### src/rtl/output_transfer_controller.sv
`default_nettype none
// output_transfer_controller: buffers per-pixel PE result beats and serialises them into
// channel-major output BRAM writes. Optional macro OUTPUT_RELU_EN clamps negative results to zero.
module output_transfer_controller #(
    parameter int DATA_WIDTH                = 32,
    parameter int OUTPUT_BRAM_DEPTH         = 4096,
    parameter int OUTPUT_BRAM_ADDRESS_WIDTH = $clog2(OUTPUT_BRAM_DEPTH),
    parameter int OUTPUT_CHANNEL_WIDTH      = 8,
    parameter int OUTPUT_ROW_WIDTH          = 6,
    parameter int OUTPUT_COL_WIDTH          = 6,
    parameter int PARALLEL_CHANNELS         = 4,
    parameter int FIFO_DEPTH                = 8,
    parameter int POINTER_WIDTH             = $clog2(FIFO_DEPTH)
) (
    input  logic                                 i_clock,
    input  logic                                 i_reset,
    input  logic                                 i_enable,
    input  logic                                 i_start_store_process,
    input  logic [OUTPUT_ROW_WIDTH-1:0]          i_output_row,
    input  logic [OUTPUT_COL_WIDTH-1:0]          i_output_col,
    input  logic [OUTPUT_CHANNEL_WIDTH-1:0]      i_output_feature_start_index_channel,
    input  logic [OUTPUT_CHANNEL_WIDTH-1:0]      i_output_feature_end_index_channel,
    input  logic                                 i_result_valid,
    input  logic [DATA_WIDTH-1:0]                i_result_data [0:PARALLEL_CHANNELS-1],
    output logic                                 o_result_ready,
    output logic                                 o_bram_wenable,
    output logic [OUTPUT_BRAM_ADDRESS_WIDTH-1:0] o_bram_waddress,
    output logic [DATA_WIDTH-1:0]                o_bram_wdata,
    output logic                                 o_fifo_full,
    output logic                                 o_fifo_empty,
    output logic [POINTER_WIDTH:0]               o_element_count,
    output logic                                 o_busy,
    output logic                                 o_store_done
);

    localparam int PLANE_WIDTH = OUTPUT_ROW_WIDTH + OUTPUT_COL_WIDTH;
    localparam int K_WIDTH     = (PARALLEL_CHANNELS > 1) ? $clog2(PARALLEL_CHANNELS) : 1;
    localparam int CH_EXT      = OUTPUT_CHANNEL_WIDTH + 2;
    localparam int CNT_W       = POINTER_WIDTH + 1;
    localparam int AW          = OUTPUT_BRAM_ADDRESS_WIDTH;
    localparam int CW          = OUTPUT_CHANNEL_WIDTH;

    typedef enum logic [1:0] {IDLE, LOAD, DRAIN, DONE} state_t;

    state_t                  state;
    logic [PLANE_WIDTH-1:0]  plane;
    logic [PLANE_WIDTH-1:0]  pixel;
    logic [CW-1:0]           groups;
    logic [CW-1:0]           group;
    logic [CW-1:0]           end_ch;
    logic [CH_EXT-1:0]       group_ch;
    logic [AW-1:0]           group_base;
    logic [AW-1:0]           group_stride;
    logic [K_WIDTH-1:0]      k;
    logic                    active;
    logic [DATA_WIDTH-1:0]   hold [0:PARALLEL_CHANNELS-1];
    logic [DATA_WIDTH-1:0]   mem  [0:FIFO_DEPTH-1][0:PARALLEL_CHANNELS-1];
    logic [POINTER_WIDTH-1:0] wr_ptr;
    logic [POINTER_WIDTH-1:0] rd_ptr;
    logic [CNT_W-1:0]        count;
    logic                    wen_reg;
    logic [AW-1:0]           waddr_reg;
    logic [DATA_WIDTH-1:0]   wdata_reg;
    logic                    done_reg;

    logic                    full;
    logic                    empty;
    logic                    push;
    logic                    pop;
    logic                    issue;
    logic                    last_k;
    logic                    slot_valid;
    logic [K_WIDTH-1:0]      slot_k;
    logic [CH_EXT-1:0]       slot_ch;
    logic [AW-1:0]           slot_addr;
    logic [DATA_WIDTH-1:0]   slot_data;
    logic [DATA_WIDTH-1:0]   slot_wdata;
    logic [PLANE_WIDTH-1:0]  load_plane;
    logic [CW-1:0]           channel_span;

    assign full  = (count == CNT_W'(FIFO_DEPTH));
    assign empty = (count == '0);
    assign push  = i_enable && (state == DRAIN) && i_result_valid && !full;
    assign pop   = i_enable && (state == DRAIN) && !active && !empty;
    assign issue = i_enable && (state == DRAIN) && (active || !empty);

    assign load_plane   = PLANE_WIDTH'(i_output_row) * PLANE_WIDTH'(i_output_col);
    assign channel_span = i_output_feature_end_index_channel - i_output_feature_start_index_channel;

    // The first slot of a beat is taken straight from the FIFO head so the write lands
    // one cycle after the pop; later slots walk the held copy, one plane apart.
    always_comb begin
        slot_k     = active ? k : '0;
        slot_ch    = group_ch + CH_EXT'(slot_k);
        slot_valid = (slot_ch <= CH_EXT'(end_ch));
        slot_addr  = active ? (waddr_reg + AW'(plane)) : (group_base + AW'(pixel));
        slot_data  = active ? hold[k] : mem[rd_ptr][0];
        last_k     = (slot_k == K_WIDTH'(PARALLEL_CHANNELS - 1));
`ifdef OUTPUT_RELU_EN
        slot_wdata = slot_data[DATA_WIDTH-1] ? '0 : slot_data;
`else
        slot_wdata = slot_data;
`endif
    end

    always_ff @(posedge i_clock) begin
        if (push) begin
            mem[wr_ptr] <= i_result_data;
        end
    end

    always_ff @(posedge i_clock or negedge i_reset) begin
        if (!i_reset) begin
            state        <= IDLE;
            plane        <= '0;
            pixel        <= '0;
            groups       <= '0;
            group        <= '0;
            end_ch       <= '0;
            group_ch     <= '0;
            group_base   <= '0;
            group_stride <= '0;
            k            <= '0;
            active       <= 1'b0;
            wr_ptr       <= '0;
            rd_ptr       <= '0;
            count        <= '0;
            wen_reg      <= 1'b0;
            waddr_reg    <= '0;
            wdata_reg    <= '0;
            done_reg     <= 1'b0;
            for (int i = 0; i < PARALLEL_CHANNELS; i++) begin
                hold[i] <= '0;
            end
        end else if (i_enable) begin
            wen_reg  <= 1'b0;
            done_reg <= 1'b0;
            if (push) begin
                wr_ptr <= wr_ptr + POINTER_WIDTH'(1);
            end
            if (pop) begin
                rd_ptr <= rd_ptr + POINTER_WIDTH'(1);
                hold   <= mem[rd_ptr];
            end
            count <= count + CNT_W'(push) - CNT_W'(pop);

            case (state)
                IDLE: begin
                    if (i_start_store_process) begin
                        state <= LOAD;
                    end
                end
                LOAD: begin
                    plane        <= load_plane;
                    groups       <= CW'(channel_span / PARALLEL_CHANNELS) + CW'(1);
                    end_ch       <= i_output_feature_end_index_channel;
                    group_ch     <= CH_EXT'(i_output_feature_start_index_channel);
                    group_stride <= AW'(load_plane) * AW'(PARALLEL_CHANNELS);
                    group_base   <= '0;
                    group        <= '0;
                    pixel        <= '0;
                    k            <= '0;
                    active       <= 1'b0;
                    wr_ptr       <= '0;
                    rd_ptr       <= '0;
                    count        <= '0;
                    state        <= DRAIN;
                end
                DRAIN: begin
                    if (issue) begin
                        wen_reg   <= slot_valid;
                        waddr_reg <= slot_addr;
                        wdata_reg <= slot_wdata;
                        if (last_k) begin
                            active <= 1'b0;
                            k      <= '0;
                            if (pixel == plane - PLANE_WIDTH'(1)) begin
                                pixel      <= '0;
                                group      <= group + CW'(1);
                                group_ch   <= group_ch + CH_EXT'(PARALLEL_CHANNELS);
                                group_base <= group_base + group_stride;
                                if (group == groups - CW'(1)) begin
                                    state <= DONE;
                                end
                            end else begin
                                pixel <= pixel + PLANE_WIDTH'(1);
                            end
                        end else begin
                            active <= 1'b1;
                            k      <= slot_k + K_WIDTH'(1);
                        end
                    end
                end
                DONE: begin
                    done_reg <= 1'b1;
                    state    <= IDLE;
                end
                default: state <= IDLE;
            endcase
        end
    end

    assign o_result_ready  = i_enable && (state == DRAIN) && !full;
    assign o_bram_wenable  = wen_reg && i_enable;
    assign o_bram_waddress = waddr_reg;
    assign o_bram_wdata    = wdata_reg;
    assign o_fifo_full     = full;
    assign o_fifo_empty    = empty;
    assign o_element_count = count;
    assign o_busy          = (state != IDLE);
    assign o_store_done    = done_reg;

endmodule
`default_nettype wire

### config.mk
export PLATFORM = sky130hd
export DESIGN_NAME = output_transfer_controller
export DESIGN_NICKNAME = d
export VERILOG_FILES = /design/src/rtl/output_transfer_controller.sv
export SDC_FILE = /design/constraint.sdc
export NUM_CORES = 2
export LEC_CHECK = 0
export CORE_MARGIN = 2
export CORE_UTILIZATION = 40
export CTS_BUF_LIST = sky130_fd_sc_hd__clkbuf_8 sky130_fd_sc_hd__clkbuf_16
export DETAILED_ROUTE_END_ITERATION = 12
export PLACE_DENSITY_LB_ADDON = 0.12
export SYNTH_ARGS = -nofsm -noshare
export SYNTH_HDL_FRONTEND = slang
export SYNTH_SLANG_ARGS = --single-unit
### constraint.sdc
create_clock -name i_clock -period 29.3 [get_ports i_clock]
set_input_delay 8.79 -clock i_clock [delete_from_list [all_inputs] [get_ports i_clock]]
set_output_delay 8.79 -clock i_clock [all_outputs]
set_load 0.03 [all_outputs]
==> results.md <==
* Hold Crit Class: flop to flop
* Final Hold Fails at 0
* Power Total at 5.64 mW
* VDD IR max at 67.8 µV
* Crit share post-route at 67.5%
* Critical Path RT at 20.51 ns
* Grt met3 use at 4.70%
* TritonRoute pass-1 iters at 6
* Vias in the first global route at 29000
* CTS tree: done
* Initial core utilization at 40.2%
* Syn_nets at 3309
* Power per cell area at 91.9 nW/µm²
* Worst Tran Pin Value at 1.06 ns
* Worst Hold Depth at 2
* Area Overhead vs Synth at 16.5%
* EDFF count, synth at 1024
* Worst-Skew Late Latency at 0.77 ns
* Slew Viols, Final at 0
* Largest fanout on the critical path at 20
* Vias at 27900
* Outcome: completed
* # rows at 133
* Final nets at 3554
* Final setup fails at 0
* Ys async rst share at 20.0%
* Via density per instance at 5.40
* Gpl congestion at 0.783
* Synth Instances at 3041
* Largest register FFs at 1024
* TNS Setup at 0 ns
* RSZ-0062 raised after global routing: false
* Flops & latches, synth at 1280
* Fraction of layout cells with a size suffix above 1 at 16.0%
* H-tree Lvls at 4
* Remaining Overflow, GRT at 0
* Initial DRC count at 2017
* Post-synth cell types at 70
* Leakage at 21.1 nW
* Utilization after layout at 46.8%
* Slew headroom at 29.1%
* GRT busiest layer: met2
* Routing usage on met1 at 26.6%
* Die X-Extent at 367 µm
* Initial antenna violation count at 27
* Top cells by area, synth: edfxtp_1 58%, mux4_2 12%, dfrtp_1 12%, mux2i_1 2.6%, ha_1 2.0%
* Synth top area share at 58.3%
* Minimum clock period at 19.78 ns
* # clock sinks at 1280
* Remaining DRCs at 0
* Synthesized area at 52700 µm²
* Num CTS Buffers at 141
* Avg WL per Cell at 26.0 µm
* Hold-fix buffers, CTS at 0
* Worst Reg-to-Reg Cells at 8
* Clk buf depth at 3
* Max frequency at 0.0506 GHz
* Met2 Usage GRT at 33.5%
* Final Skew at 0.0207 ns
* Syn Area/Cell at 17.3 µm²
* Crit Path Category: input pin to output port
* Antenna-violating nets left at 0
* Leading cell types in the layout, fill and taps excluded: 1024 x edfxtp_1, 288 x mux4_2, 250 x dfrtp_1
* Pin count of the biggest net entering global routing at 179
* Post-CTS Setup Bufs at 0
* Die height at 367 µm
* GRT Total Usage at 20.1%
* CTS clk-pin slew, worst paths at 0.05 ns
* CTS-repair resized insts at 0
* Root Driver: clkbuf_16
* Commonest non-fill, non-tap cell in the layout: edfxtp_1
* Yosys warning total at 0
* Core ar. at 131000 µm²
* PortBufs at 214
* Die ar. at 135000 µm²
* Post-Route WL at 134000 µm
* Top_reg_cell synth: edfxtp_1
* Post-DP HPWL at 79400 µm
* Largest Register: mem
* Max Cap Viol at 0
* Top-level port count at 215
* CP Capture Type: output port
* Arr. time, crit path at 10.99 ns
* Post-synthesis sequential area ratio at 70.5%
* CP Launch Type: input pin
* Leading area contributor after synthesis: edfxtp_1
* First-pass GRT wire length at 198000 µm
cells by family (layout without fill, tap and decap cells):
family	Yosys count	in the layout	share of synthesized area [%]
buf+inv	227	588	1.64
xor+xnor	81	81	1.35
simple gates	525	525	4.50
compound gates	393	393	4.25
flops	1280	1280	70.5
other cells	0	6	0
mux	428	428	15.0
fa+ha+maj	107	107	2.84
where the power goes:
group	internal [mW]	switching, mW
Sequential	2.16	0.183
Combinational	0.713	0.916
Clock	0.959	0.714
metrics by stage:
stage                     setup slack [ns]  hold WS (ns)  instance area [µm²]  std cells
final                                 9.52         0.479                61400       5163
after floorplan                       9.91         0.452                52700       3041
after global placement                9.47         0.461                57000       4898
after CTS                             9.51         0.485                61400       5157
after global routing                  9.42         0.497                61400       5159
after detailed placement              9.51         0.473                57000       4898
cells in the mapped netlist, types with 3 or more instances:
master / n
xnor2_1: 50
inv_1: 75
o21a_1: 9
o31ai_1: 19
fa_1: 21
a221oi_1: 5
a211oi_1: 4
edfxtp_1: 1024
buf_2: 3
a31oi_1: 11
nand3b_1: 4
nand4_1: 8
o21bai_1: 7
or4_1: 5
nand2_1: 137
and3_1: 9
nor2_1: 223
o21ai_0: 85
ha_1: 86
nor2b_1: 7
a21oi_1: 204
nor3_1: 20
a41o_1: 4
and2_1: 38
mux4_2: 288
nor4_1: 4
nand2b_1: 10
xor2_1: 31
mux2i_1: 137
a21o_1: 8
buf_1: 40
clkbuf_1: 107
nand3_1: 39
dfrtp_1: 256
o21ai_1: 4
o211ai_1: 5
o22ai_1: 8
or3_1: 8
layout make-up:
cell class	count	area [µm²]
antenna	6	15.0
clock buffer	156	3770
clock inverter	103	656
fill	11200	69700
inverter	76	285
multi-input combinational	1534	14800
sequential	1280	37200
tap	1755	2200
timing repair buffer	253	2550
worst max-delay path: stages:
cell	delay, ns
clkdlybuf4s50_1	0.97
nand2_1	0.18
nor2_1	0.30
clkdlybuf4s50_1	0.74
final timing paths:
path	from	end	slack, ns
max	i_enable	o_result_ready	9.52
min	o_bram_wdata[23]	o_bram_wdata[23]	0.48
max reg2reg	rd_ptr[1]	o_bram_wdata[13]	24.87
min reg2reg	o_bram_wdata[23]	o_bram_wdata[23]	0.48
max in group asynchronous	i_reset	rd_ptr[0]	19.81
min in group asynchronous	i_reset	o_bram_wdata[2]	7.96
layer usage:
| metal | wire (µm) | vias up |
|---|---|---|
| li1 | - | 12400 |
| met1 | 57000 | 14600 |
| met2 | 66500 | 647 |
| met3 | 7520 | 197 |
| met4 | 2820 | 32 |
| met5 | 207 | - |
Note: power is estimated with default switching activity, not from simulation.
